==> config.mk <==
export PLATFORM = sky130hd
export DESIGN_NAME = frame_seq_ctrl
export DESIGN_NICKNAME = d
export VERILOG_FILES = /design/src/rtl/frame_seq_pkg.sv /design/src/rtl/frame_slot_ring.sv /design/src/rtl/frame_seq_ctrl.sv
export SDC_FILE = /design/constraint.sdc
export NUM_CORES = 1
export LEC_CHECK = 0
export ABC_AREA = 1
export CELL_PAD_IN_SITES_DETAIL_PLACEMENT = 0
export CELL_PAD_IN_SITES_GLOBAL_PLACEMENT = 1
export CORE_MARGIN = 2
export CORE_UTILIZATION = 33
export CTS_CLUSTER_SIZE = 24
export DETAILED_ROUTE_END_ITERATION = 8
export PLACE_DENSITY = 0.92
export REMOVE_ABC_BUFFERS = 1
export SETUP_SLACK_MARGIN = 0.02
export SLEW_MARGIN = 10
export SYNTH_ARGS = -nofsm -noshare
export SYNTH_HDL_FRONTEND = slang
export SYNTH_SLANG_ARGS = --single-unit
export TNS_END_PERCENT = 100
==> constraint.sdc <==
create_clock -name i_clk -period 3.05 [get_ports i_clk]
set_clock_uncertainty 0.05 [all_clocks]
set_input_delay 0.7625 -clock i_clk [delete_from_list [all_inputs] [get_ports i_clk]]
set_output_delay 0.7625 -clock i_clk [all_outputs]
set_load 0.005 [all_outputs]
==> src/rtl/frame_seq_pkg.sv <==
// rtl/frame_seq_pkg.sv - shared types and constants for the frame buffer sequencer
package frame_seq_pkg;

    typedef enum logic [2:0] {
        LIVE       = 3'd0,
        REC        = 3'd1,
        REC_PAUSE  = 3'd2,
        PLAY       = 3'd3,
        PLAY_PAUSE = 3'd4
    } state_t;

    localparam int unsigned FRAME_WORDS     = 640 * 480 / 2;
    localparam int unsigned SLOT_STRIDE_DEF = 32'h40000;

endpackage

==> src/rtl/frame_slot_ring.sv <==
// rtl/frame_slot_ring.sv - record slot ring: write slot, valid count, playback slot walk
module frame_slot_ring
    import frame_seq_pkg::*;
#(
    parameter  int NUM_SLOTS = 8,
    localparam int SLOT_W    = $clog2(NUM_SLOTS),
    localparam int CNT_W     = $clog2(NUM_SLOTS + 1)
) (
    input  logic              i_clk,
    input  logic              i_rst_n,
    input  logic              commit_i,
    input  logic              set_oldest_i,
    input  logic              advance_i,
    output logic [SLOT_W-1:0] wr_slot_o,
    output logic [SLOT_W-1:0] wr_slot_next_o,
    output logic [CNT_W-1:0]  rec_count_o,
    output logic [SLOT_W-1:0] play_slot_o
);

    logic [SLOT_W-1:0] wr_slot_q, wr_slot_d;
    logic [SLOT_W-1:0] play_slot_q, play_slot_d;
    logic [CNT_W-1:0]  rec_count_q, rec_count_d;
    logic [SLOT_W-1:0] oldest, newest;
    logic              full;

    // Once the ring is full the write slot always points at the oldest frame.
    assign full   = (rec_count_q == CNT_W'(NUM_SLOTS));
    assign oldest = full ? wr_slot_q : '0;
    assign newest = wr_slot_q - SLOT_W'(1);

    always_comb begin
        wr_slot_d   = wr_slot_q;
        rec_count_d = rec_count_q;
        play_slot_d = play_slot_q;
        if (commit_i) begin
            wr_slot_d = wr_slot_q + SLOT_W'(1);
            if (!full) begin
                rec_count_d = rec_count_q + CNT_W'(1);
            end
        end
        if (set_oldest_i) begin
            play_slot_d = oldest;
        end else if (advance_i) begin
            play_slot_d = (play_slot_q == newest) ? oldest : play_slot_q + SLOT_W'(1);
        end
    end

    always_ff @(posedge i_clk or negedge i_rst_n) begin
        if (!i_rst_n) begin
            wr_slot_q   <= '0;
            rec_count_q <= '0;
            play_slot_q <= '0;
        end else begin
            wr_slot_q   <= wr_slot_d;
            rec_count_q <= rec_count_d;
            play_slot_q <= play_slot_d;
        end
    end

    assign wr_slot_o      = wr_slot_q;
    assign wr_slot_next_o = wr_slot_d;
    assign rec_count_o    = rec_count_q;
    assign play_slot_o    = play_slot_q;

endmodule

==> src/rtl/frame_seq_ctrl.sv <==
// rtl/frame_seq_ctrl.sv - record/playback sequencer for the SDRAM frame buffer ports
module frame_seq_ctrl
    import frame_seq_pkg::*;
#(
    parameter  int          NUM_SLOTS   = 8,
    parameter  int          ADDR_W      = 23,
    parameter  int unsigned SLOT_STRIDE = SLOT_STRIDE_DEF,
    parameter  int unsigned BASE_ADDR   = 0,
    parameter  int          DISP_HOLD   = 4,
    localparam int          SLOT_W      = $clog2(NUM_SLOTS),
    localparam int          CNT_W       = $clog2(NUM_SLOTS + 1)
) (
    input  logic              i_clk,
    input  logic              i_rst_n,
    input  logic              i_key_rec,
    input  logic              i_key_play,
    input  logic              i_key_stop,
    input  logic              i_cap_frame_start,
    input  logic              i_disp_frame_start,
    output logic [2:0]        o_state,
    output logic [ADDR_W-1:0] o_wr_base,
    output logic              o_wr_load,
    output logic              o_wr_en,
    output logic [ADDR_W-1:0] o_rd_base,
    output logic              o_rd_load,
    output logic [CNT_W-1:0]  o_rec_count,
    output logic [SLOT_W-1:0] o_play_slot
);

    localparam int HOLD_W = (DISP_HOLD > 1) ? $clog2(DISP_HOLD) : 1;
    localparam logic [ADDR_W-1:0] LIVE_ADDR = ADDR_W'(BASE_ADDR + NUM_SLOTS * SLOT_STRIDE);

    function automatic logic [ADDR_W-1:0] slot_addr(input logic [SLOT_W-1:0] s);
        return ADDR_W'(BASE_ADDR + 32'(s) * SLOT_STRIDE);
    endfunction

    state_t            state_q, state_d;
    logic [ADDR_W-1:0] wr_base_q, wr_base_d, rd_base_q, rd_base_d;
    logic              wr_load_q, wr_load_d, rd_load_q, rd_load_d;
    logic              wr_en_q, wr_en_d;
    logic              rec_frame_q, rec_frame_d;
    logic [HOLD_W-1:0] hold_q, hold_d;
    logic              commit, set_oldest, advance;
    logic [SLOT_W-1:0] wr_slot, wr_slot_next, play_slot;
    logic [CNT_W-1:0]  rec_count;

    frame_slot_ring #(.NUM_SLOTS(NUM_SLOTS)) u_ring (
        .i_clk          (i_clk),
        .i_rst_n        (i_rst_n),
        .commit_i       (commit),
        .set_oldest_i   (set_oldest),
        .advance_i      (advance),
        .wr_slot_o      (wr_slot),
        .wr_slot_next_o (wr_slot_next),
        .rec_count_o    (rec_count),
        .play_slot_o    (play_slot)
    );

    always_comb begin
        state_d     = state_q;
        wr_base_d   = wr_base_q;
        wr_load_d   = 1'b0;
        wr_en_d     = wr_en_q;
        rd_base_d   = rd_base_q;
        rd_load_d   = 1'b0;
        rec_frame_d = rec_frame_q;
        hold_d      = hold_q;
        commit      = 1'b0;
        set_oldest  = 1'b0;
        advance     = 1'b0;

        // Frame events see the state as it was before any key in the same cycle.
        if (i_cap_frame_start) begin
            commit = rec_frame_q;
            case (state_q)
                LIVE: begin
                    wr_base_d   = LIVE_ADDR;
                    wr_load_d   = 1'b1;
                    wr_en_d     = 1'b1;
                    rec_frame_d = 1'b0;
                end
                REC: begin
                    wr_base_d   = slot_addr(wr_slot_next);
                    wr_load_d   = 1'b1;
                    wr_en_d     = 1'b1;
                    rec_frame_d = 1'b1;
                end
                default: begin
                    wr_en_d     = 1'b0;
                    rec_frame_d = 1'b0;
                end
            endcase
        end

        if (i_disp_frame_start) begin
            rd_load_d = 1'b1;
            case (state_q)
                PLAY: begin
                    rd_base_d = slot_addr(play_slot);
                    if (hold_q == HOLD_W'(DISP_HOLD - 1)) begin
                        hold_d  = '0;
                        advance = 1'b1;
                    end else begin
                        hold_d = hold_q + HOLD_W'(1);
                    end
                end
                PLAY_PAUSE: rd_base_d = slot_addr(play_slot);
                default:    rd_base_d = LIVE_ADDR;
            endcase
        end

        if (i_key_stop) begin
            state_d     = LIVE;
            wr_en_d     = 1'b0;
            rec_frame_d = 1'b0;
        end else if (i_key_rec) begin
            case (state_q)
                LIVE, REC_PAUSE: state_d = REC;
                REC:             state_d = REC_PAUSE;
                default:         state_d = state_q;
            endcase
        end else if (i_key_play) begin
            case (state_q)
                LIVE, REC_PAUSE: begin
                    if (rec_count != '0) begin
                        state_d    = PLAY;
                        set_oldest = 1'b1;
                        hold_d     = '0;
                    end
                end
                PLAY:       state_d = PLAY_PAUSE;
                PLAY_PAUSE: state_d = PLAY;
                default:    state_d = state_q;
            endcase
        end
    end

    always_ff @(posedge i_clk or negedge i_rst_n) begin
        if (!i_rst_n) begin
            state_q     <= LIVE;
            wr_base_q   <= LIVE_ADDR;
            wr_load_q   <= 1'b0;
            wr_en_q     <= 1'b0;
            rd_base_q   <= LIVE_ADDR;
            rd_load_q   <= 1'b0;
            rec_frame_q <= 1'b0;
            hold_q      <= '0;
        end else begin
            state_q     <= state_d;
            wr_base_q   <= wr_base_d;
            wr_load_q   <= wr_load_d;
            wr_en_q     <= wr_en_d;
            rd_base_q   <= rd_base_d;
            rd_load_q   <= rd_load_d;
            rec_frame_q <= rec_frame_d;
            hold_q      <= hold_d;
        end
    end

    assign o_state     = state_q;
    assign o_wr_base   = wr_base_q;
    assign o_wr_load   = wr_load_q;
    assign o_wr_en     = wr_en_q;
    assign o_rd_base   = rd_base_q;
    assign o_rd_load   = rd_load_q;
    assign o_rec_count = rec_count;
    assign o_play_slot = play_slot;

endmodule

==> reports/qor.csv <==
metric,value,unit
status,"complete, no violations",
grt_max_degree,28,
seq_power_share,0.400,
syn_inst,202,
routed_wl,3.035,mm
clockBufferDepth,2,
drt-initial-drc-count,44,
grt_pass1_wl,4.823,mm
worstRegToRegCells,12,
synth_area_leaders,"dfrtp_1 38%, buf_4 17%, nand2_1 9.0%",
rrSetupSlack,1.40,ns
ir_worst_vdd,0.4391,mV
swShare,0.3974,
endpoint_kind,output port,
htreeDepth,1,
cts-root-buf,clkbuf_8,
critical_path_buf_inv_count,1,
clkLatencyLatePin,0.27,ns
cpLargestDelayFamily,flip-flops,
first_global_vias,1048,
die_w,75.07,um
drc,0,
ios,66,
worstReg2RegStart,u_ring.wr_slot_o[0],
netlist_area,1667,um^2
syn2layout_area_growth,15.69,%
pwr-share-comb,0.477,
yosys.area.top_type_share,0.3754,
yosys.cell_types.count,25,
cts_setup_buffers,0,
timing.setup.tns,0,ns
clkSlewWorstSetupHoldPaths,0.09,ns
power_frac_clock,0.123,
start_util,0.3482,
netSwitchingPower,651.6,uW
synthFlopType,dfrtp_1,
cp_max_fo,2,
final_common_cell,nand2_1,
synthArstFlopShare,1.000,
cellLeakagePower,0.0009923,uW
hold_start,o_rd_base[20],
postRouteAntennaNets,0,
fin_nets,247,
cp.arrival,1.31,ns
max_freq,470.4,MHz
gp_congestion,0.8017,
yosys_warnings,0,
synth-seq-area-share,0.4069,
track_usage,0.1136,
antenna_found_initial,0,
holdPathEnd,o_rd_base[20],
power_density,850.4,nW/um^2
hold_path_class,register to register,
cts_tree,done,
slew_violations,0,
die_height,75.07,um
rsz0062_at_grt,no,
fin_crit,2.126,ns
dp_hpwl,2.416,mm
start_kind,register,
post-route-util,0.4029,
hold_viol_final,0,
globalRoute.totalOverflow,0,
setup_violations,0,
clock_sinks,27,
syn_avg_cell_area,8.250,um^2
synth_top_area_cell,dfrtp_1,
layout_common_cells,"40 x nand2_1, 38 x conb_1, 27 x clkdlybuf4s50_1",
crit_slowest_cell,dfstp_2,
hold_depth,2,
n_antenna_cell,0,
routed_via_density,4.160,
first_pass_iters,4,
finalCritPeriodShare,0.6970,
rows,25,
ys_seq_elements,27,
dieArea,5635,um^2
holdBufCountCts,0,
synth_edf_count,0,
power.internal,988.0,uW
cts_buffers,3,
path_cells,clkdlybuf4s50_1,
reg2reg_to,u_ring.play_slot_o[0],
vias,1248,
cts_resized,0,
io_buffer_count,27,
cap_violations,0,
crit_type,register to output port,
drt-wirelength-per-cell,10.12,um
drive_gt1_frac,0.07296,
crit_required,2.24,ns
max_stage_delay,0.55,ns
placeableCoreArea,4786,um^2
==> worst max-delay path by stage <==
stage / start / to / slack [ns] / cells past startpoint
2_1_floorplan: i_key_rec / u_ring.play_slot_o[1] / 1.55 / 6
3_5_place_dp: i_key_stop / u_ring.play_slot_o[2] / 0.88 / 7
3_3_place_gp: i_key_stop / u_ring.play_slot_o[2] / 0.88 / 7
6_report: o_wr_base[21] / o_wr_base[21] / 0.92 / 1
5_1_grt: o_wr_base[21] / o_wr_base[21] / 0.89 / 1
4_1_cts: o_wr_base[21] / o_wr_base[21] / 0.91 / 1
==> cell families after synthesis <==
group / after synthesis / share of synthesized area
simple gates: 80 / 0.2207
buf+inv: 62 / 0.2252
flops: 27 / 0.4069
compound gates: 19 / 0.06307
xor+xnor: 7 / 0.03679
fa+ha+maj: 6 / 0.04504
other cells: 1 / 0.002250
==> metal layers <==
layer	global-route usage	routed length, um
met5	0	0
met4	0.03571	25
met3	0.03213	182
met2	0.1823	1415
met1	0.1485	1412
==> per-stage QoR <==
stage                     hold WS, ns  total power, uW  instances  setup WS, ns  cell area, um^2
after global routing           0.4880             1796        300        0.8875             1928
after global placement         0.4141             1440        296        0.8826             1882
final                          0.4342             1640        300        0.9240             1928
after detailed placement       0.4219             1452        296        0.8797             1882
after floorplan                0.4169             1091        201         1.554             1520
after CTS                      0.4437             1662        300        0.9116             1928
==> cell type report <==
cell class	count	area, um^2
fillers	514	2858
repair buffers	28	277.8
clock inverters	1	5.005
inverters	24	90.09
clock buffers	3	41.29
multi-input cells	150	752.0
flip-flops and latches	27	678.2
well taps	67	83.83
==> Yosys cell counts, drive strengths merged (2+ instances only) <==
cell   number
xor2        5
dfrtp      25
a21oi       9
inv        24
nand4       3
buf        38
nand2      44
xnor2       2
ha          6
nor3        2
nor2       15
dfstp       2
nand3      15
o21ai       8
==> sequential cells by signal (all words and copies together) (netlist names) <==
| name | count |
|---|---|
| o_rd_base | 4 |
| o_wr_base | 4 |
| u_ring.rec_count_o | 4 |
| o_state | 3 |
| u_ring.play_slot_o | 3 |
| u_ring.wr_slot_o | 3 |
| hold_q | 2 |
| o_rd_load | 1 |
| o_wr_en | 1 |
| o_wr_load | 1 |
| rec_frame_q | 1 |
==> power groups by stage <==
stage / registers, uW / clock network [uW] / logic [uW]
4_1_cts: 657 / 210 / 795
6_report: 655 / 202 / 783
3_3_place_gp: 663 / 0 / 778
5_1_grt: 679 / 221 / 895
2_1_floorplan: 639 / 0 / 452
3_5_place_dp: 662 / 0 / 790
Note: power is estimated with default switching activity, not from simulation.
